## config.mk

```make
export PLATFORM = sky130hd
export DESIGN_NAME = mem_arbiter
export DESIGN_NICKNAME = d
export VERILOG_FILES = /design/src/rtl/pdp8_pkg.sv /design/src/rtl/mem_arb_pick.sv /design/src/rtl/mem_arbiter.sv
export SDC_FILE = /design/constraint.sdc
export NUM_CORES = 1
export LEC_CHECK = 0
export BUFFER_PORTS_ARGS = -buffer_cell sky130_fd_sc_hd__buf_4
export CAP_MARGIN = 20
export CORE_MARGIN = 2
export CORE_UTILIZATION = 35
export CTS_CLUSTER_DIAMETER = 40
export DETAILED_ROUTE_END_ITERATION = 7
export GPL_ROUTABILITY_DRIVEN = 0
export PLACE_DENSITY_LB_ADDON = 0.25
export SLEW_MARGIN = 25
export SYNTH_ARGS = -nofsm -noshare
export SYNTH_HDL_FRONTEND = slang
export SYNTH_SLANG_ARGS = --single-unit
```

## constraint.sdc

```tcl
create_clock -name clk -period 1.3 [get_ports clk]
set_input_delay 0.195 -clock clk [delete_from_list [all_inputs] [get_ports clk]]
set_output_delay 0.195 -clock clk [all_outputs]
set_load 0.1 [all_outputs]
```

## src/rtl/pdp8_pkg.sv

```systemverilog
// Shared PDP-8 definitions: word/address widths, memory-owner encoding
// and the memory arbiter state type.
package pdp8_pkg;

  localparam int WORD_W = 12;
  localparam int ADDR_W = 12;

  // Number of back-to-back data-break grants after which a waiting CPU wins.
  localparam logic [1:0] STARVE_LIMIT = 2'd2;

  typedef enum logic [1:0] {
    OWN_NONE  = 2'd0,
    OWN_CPU   = 2'd1,
    OWN_PANEL = 2'd2,
    OWN_DB    = 2'd3
  } owner_t;

  typedef enum logic [1:0] {
    IDLE  = 2'd0,
    ISSUE = 2'd1,
    ACK   = 2'd2
  } arb_state_t;

endpackage

```

## src/rtl/mem_arb_pick.sv

```systemverilog
// Combinational winner selection for a three-requester arbiter.
// Optional feature macro: MEM_ARB_DATABREAK_EN (data-break requester
// and its anti-starvation rule). Without it the order is cpu > panel.
module mem_arb_pick
  import pdp8_pkg::*;
(
  input  logic       cpu_req_i,
  input  logic       pan_req_i,
  input  logic       db_req_i,
  input  logic       running_i,
  input  logic [1:0] db_cnt_i,
  output owner_t     win_o
);

  // Panel is only eligible while the CPU is halted.
  logic pan_ok;
  assign pan_ok = pan_req_i && !running_i;

`ifdef MEM_ARB_DATABREAK_EN
  // Fixed priority db > cpu > panel, except a CPU that has watched two
  // consecutive data-break grants goes first.
  always_comb begin
    win_o = OWN_NONE;
    if (cpu_req_i && (db_cnt_i >= STARVE_LIMIT)) win_o = OWN_CPU;
    else if (db_req_i)                           win_o = OWN_DB;
    else if (cpu_req_i)                          win_o = OWN_CPU;
    else if (pan_ok)                             win_o = OWN_PANEL;
  end
`else
  logic unused_db;
  assign unused_db = db_req_i ^ (^db_cnt_i);

  // Fixed priority cpu > panel.
  always_comb begin
    win_o = OWN_NONE;
    if (cpu_req_i)   win_o = OWN_CPU;
    else if (pan_ok) win_o = OWN_PANEL;
  end
`endif

endmodule

```

## src/rtl/mem_arbiter.sv

```systemverilog
// Main-memory arbiter: CPU, front panel and data-break share one
// synchronous memory port, one access in flight (IDLE -> ISSUE -> ACK).
// Optional feature macro: MEM_ARB_DATABREAK_EN enables the data-break
// port; without it the db* inputs are ignored and dbAck stays 0.
module mem_arbiter
  import pdp8_pkg::*;
#(
  parameter int AW = ADDR_W,
  parameter int DW = WORD_W
) (
  input  logic          clk,
  input  logic          reset,
  input  logic          running,
  input  logic          cpuReq,
  input  logic          cpuWe,
  input  logic [AW-1:0] cpuAddr,
  input  logic [DW-1:0] cpuWdata,
  input  logic          panReq,
  input  logic          panWe,
  input  logic [AW-1:0] panAddr,
  input  logic [DW-1:0] panWdata,
  input  logic          dbReq,
  input  logic          dbWe,
  input  logic [AW-1:0] dbAddr,
  input  logic [DW-1:0] dbWdata,
  output logic          cpuAck,
  output logic          panAck,
  output logic          dbAck,
  output logic [DW-1:0] rdata,
  output logic [AW-1:0] memAddr,
  output logic [DW-1:0] memWdata,
  output logic          memWe,
  input  logic [DW-1:0] memRdata,
  output logic [1:0]    owner,
  output logic          busy
);

  arb_state_t    state_q, state_d;
  owner_t        owner_q, owner_d;
  logic [AW-1:0] memAddr_q, memAddr_d;
  logic [DW-1:0] memWdata_q, memWdata_d;
  logic          memWe_q, memWe_d;
  logic [1:0]    dbCnt_q, dbCnt_d;
  owner_t        win;
  logic          dbReqEff;

`ifdef MEM_ARB_DATABREAK_EN
  assign dbReqEff = dbReq;
`else
  logic unused_db;
  assign unused_db = ^{dbReq, dbWe, dbAddr, dbWdata};
  assign dbReqEff  = 1'b0;
`endif

  mem_arb_pick u_pick (
    .cpu_req_i (cpuReq),
    .pan_req_i (panReq),
    .db_req_i  (dbReqEff),
    .running_i (running),
    .db_cnt_i  (dbCnt_q),
    .win_o     (win)
  );

  // Next-state logic: requests are sampled only in IDLE.
  always_comb begin
    state_d    = state_q;
    owner_d    = owner_q;
    memAddr_d  = memAddr_q;
    memWdata_d = memWdata_q;
    memWe_d    = memWe_q;
    dbCnt_d    = dbCnt_q;
    unique case (state_q)
      IDLE: begin
        owner_d = OWN_NONE;
        memWe_d = 1'b0;
        if (win != OWN_NONE) begin
          state_d = ISSUE;
          owner_d = win;
          dbCnt_d = 2'd0;
          unique case (win)
            OWN_CPU: begin
              memAddr_d  = cpuAddr;
              memWdata_d = cpuWdata;
              memWe_d    = cpuWe;
            end
            OWN_PANEL: begin
              memAddr_d  = panAddr;
              memWdata_d = panWdata;
              memWe_d    = panWe;
            end
`ifdef MEM_ARB_DATABREAK_EN
            OWN_DB: begin
              memAddr_d  = dbAddr;
              memWdata_d = dbWdata;
              memWe_d    = dbWe;
              // Saturate: only "two or more in a row" matters.
              dbCnt_d    = (dbCnt_q >= STARVE_LIMIT) ? STARVE_LIMIT : dbCnt_q + 2'd1;
            end
`endif
            default: ;
          endcase
        end
      end
      ISSUE: begin
        memWe_d = 1'b0;
        state_d = ACK;
      end
      ACK: begin
        owner_d = OWN_NONE;
        state_d = IDLE;
      end
      default: begin
        owner_d = OWN_NONE;
        memWe_d = 1'b0;
        state_d = IDLE;
      end
    endcase
  end

  // State and memory-port registers; reset aborts any access in flight.
  always_ff @(posedge clk) begin
    if (reset) begin
      state_q    <= IDLE;
      owner_q    <= OWN_NONE;
      memAddr_q  <= '0;
      memWdata_q <= '0;
      memWe_q    <= 1'b0;
      dbCnt_q    <= 2'd0;
    end else begin
      state_q    <= state_d;
      owner_q    <= owner_d;
      memAddr_q  <= memAddr_d;
      memWdata_q <= memWdata_d;
      memWe_q    <= memWe_d;
      dbCnt_q    <= dbCnt_d;
    end
  end

  assign memAddr  = memAddr_q;
  assign memWdata = memWdata_q;
  assign memWe    = memWe_q;
  assign owner    = owner_q;
  assign busy     = (state_q != IDLE);
  assign rdata    = memRdata;
  assign cpuAck   = (state_q == ACK) && (owner_q == OWN_CPU);
  assign panAck   = (state_q == ACK) && (owner_q == OWN_PANEL);
`ifdef MEM_ARB_DATABREAK_EN
  assign dbAck    = (state_q == ACK) && (owner_q == OWN_DB);
`else
  assign dbAck    = 1'b0;
`endif

endmodule

```

==> reports/results.txt <==
layout cell share with drive strength beyond 1 - 0.679
setup repair after global routing missed its margin - true
Max Slew Vio Count - 0
DRT Pass-1 Iters - 4
die height - 73.8 um
H-tree lvl count - 2
Critical Path End Type - output pin
register area - 627 um^2
via count - 2037
Critical R2R Capture - memAddr[2]
clock slew at reported path FFs - 60 ps
Tot GR Track Use - 0.208
IO Pins - 136
required time of the critical path - 1110 ps
Max VDD drop - 623 uV
top cell type's share of synthesized area - 0.341
CTS tree - done
Final Hold Fails - 0
Peak Freq - 0.672 GHz
r2r setup slk - -170 ps
Finish-stage setup viols - 28
synthesized area - 1700 um^2
min-delay worst type - in -> reg
period utilization - 1.14
WHS Path Cells - 3
WL per Instance - 15.8 um
Hold Path End - memWe
post-synthesis sequential area ratio - 0.341
CTS Buf Count - 5
DIE WIDTH - 73.8 um
Final Total Pwr - 3.42 mW
fillers - 424
Die ar. - 5440 um^2
CP max FO - 4
Leak - 1.20 nW
Synthesis Warnings - 0
area of the multi-input gates - 1120 um^2
fin nets - 388
final wirelength - 5720 um
Syn Area/Cell - 8.19 um^2
Layout Skew - 6.77 ps
Cell Pwr Density - 1170 nW/um^2
failing checks - setup timing
# port buffers - 84
post-synth top area cell - dfxtp_1
drt drc - 0
final worst-path setup slack - -187 ps
crit path launch type - flop
DRT iter0 DRCs - 78
reg2reg path depth - 5
Syn Nets - 301
number of antenna violations at the first check in global routing - 0
critical path arrival - 1290 ps
first-pass GRT wire length - 8790 um
overflow left after global routing - 0
Max Root-Sink Buffers - 2
pin count of the biggest net entering global routing - 30
Max Cap Viol - 0
cells after synthesis - 208
hold path startpoint - cpuWe
ranking of synthesized cells by area - dfxtp_1, nor4_1, or4b_2
crit path time final - 1490 ps
worst skew pair latency - 280 ps
Root Driver - clkbuf_8
DR vias/cell - 5.61
DP HPWL - 3720 um
core area - 4720 um^2
CTS sink cnt - 29
row cnt - 25
RR Startpoint - state_q[0]
Crit Path Class - reg -> out
final setup TNS - -2730 ps
outcome - finished, violations left
Starting Density - 0.361
Synth cell types - 23
vias in the first global route - 1852
count of state elements after synthesis - 29
number of nets still failing antenna checks after routing - 0
n_diodes - 0
Area Overhead vs Synth - 72.2%
## how the worst max path moves through the flow
stage	startpoint	endpoint	slack [ps]	cells after the start
after floorplan	owner[0]	cpuAck	-630	1
after global placement	state_q[1]	memAddr[2]	-80	4
after detailed placement	cpuReq	memWdata[8]	-90	5
after CTS	state_q[0]	panAck	-230	3
after global routing	state_q[0]	panAck	-260	3
final	state_q[0]	cpuAck	-190	3
## stage by stage
step	util	hold slack [ps]	setup slack [ps]	instance area, um^2	cells
5_1_grt	0.621	248	-261	2930	363
3_3_place_gp	0.549	391	-76.9	2590	348
4_1_cts	0.593	204	-225	2800	361
2_1_floorplan	-	373	-628	1880	208
3_5_place_dp	0.549	391	-92.7	2590	348
6_report	0.621	245	-187	2930	363
## routing by layer
metal	GRT usage	share of wire	vias up
met5	0	0	-
met4	0.0646	0.0089	0
met3	0.0713	0.076	6
met2	0.319	0.48	78
met1	0.273	0.43	973
li1	-	-	980
## sequential cells by signal, indices dropped and copies added, names as in the netlist
signal and count:
memWdata 12, state_q 2, owner 2, memAddr 12, memWe 1
## worst max-delay path: stages (launching register included)
cell and delay (ps):
dfxtp_4 360, buf_12 130, nor4bb_4 260, buf_6 260
## final cells by class
type | count | share of cell area
Sequential cell | 29 | 0.214
Multi-Input combinational cell | 138 | 0.383
Timing Repair Buffer | 120 | 0.342
Tap cell | 67 | 0.0286
Inverter | 1 | 0.00128
Clock buffer | 8 | 0.0307
## power by group
group | internal (mW) | leakage, nW | total [mW] | switching, mW
clock network | 0.431 | 0.0455 | 0.775 | 0.344
registers | 0.995 | 0.251 | 1.08 | 0.0897
logic | 0.544 | 0.900 | 1.56 | 1.02
## cells in the mapped netlist (all sizes together)
library cell	n
nor4	48
dfxtp	29
nor3	27
or4b	25
o21ai	24
clkbuf	22
buf	18
nand2	2
nor2	2
nor4bb	2
a311oi	1
and2b	1
conb	1
inv	1
mux2i	1
nand2b	1
nand3b	1
nor3b	1
o31a	1
## timing repair
| item | 4_1_cts | 5_1_grt |
|---|---|---|
| setup endpoints to repair | 28 | 28 |
| hold buffers | 0 | 0 |
| endpoints found under the hold margin | 0 | 0 |
| gates resized for setup | 27 | 28 |
| pin swaps | 27 | 13 |
| buffers inserted | 5 | 4 |
## placed cells by master (no fill, tap or decap), drive strengths merged, types with 2 or more instances in the layout
master and instances:
nor2 2, or4b 25, nand2 2, nor4bb 2
nor4 48, o21ai 24, buf 120, nor3 27
dfxtp 29, clkbuf 8
## cells by family after synthesis
family | share of synthesized area
AND/OR/NAND/NOR | 0.444
buffers and inverters | 0.126
flip-flops | 0.341
AO/OA/AOI/OAI | 0.0808
multiplexers | 0.00587
other | 0.00220
No activity file was read; power rests on OpenSTA's default activity.
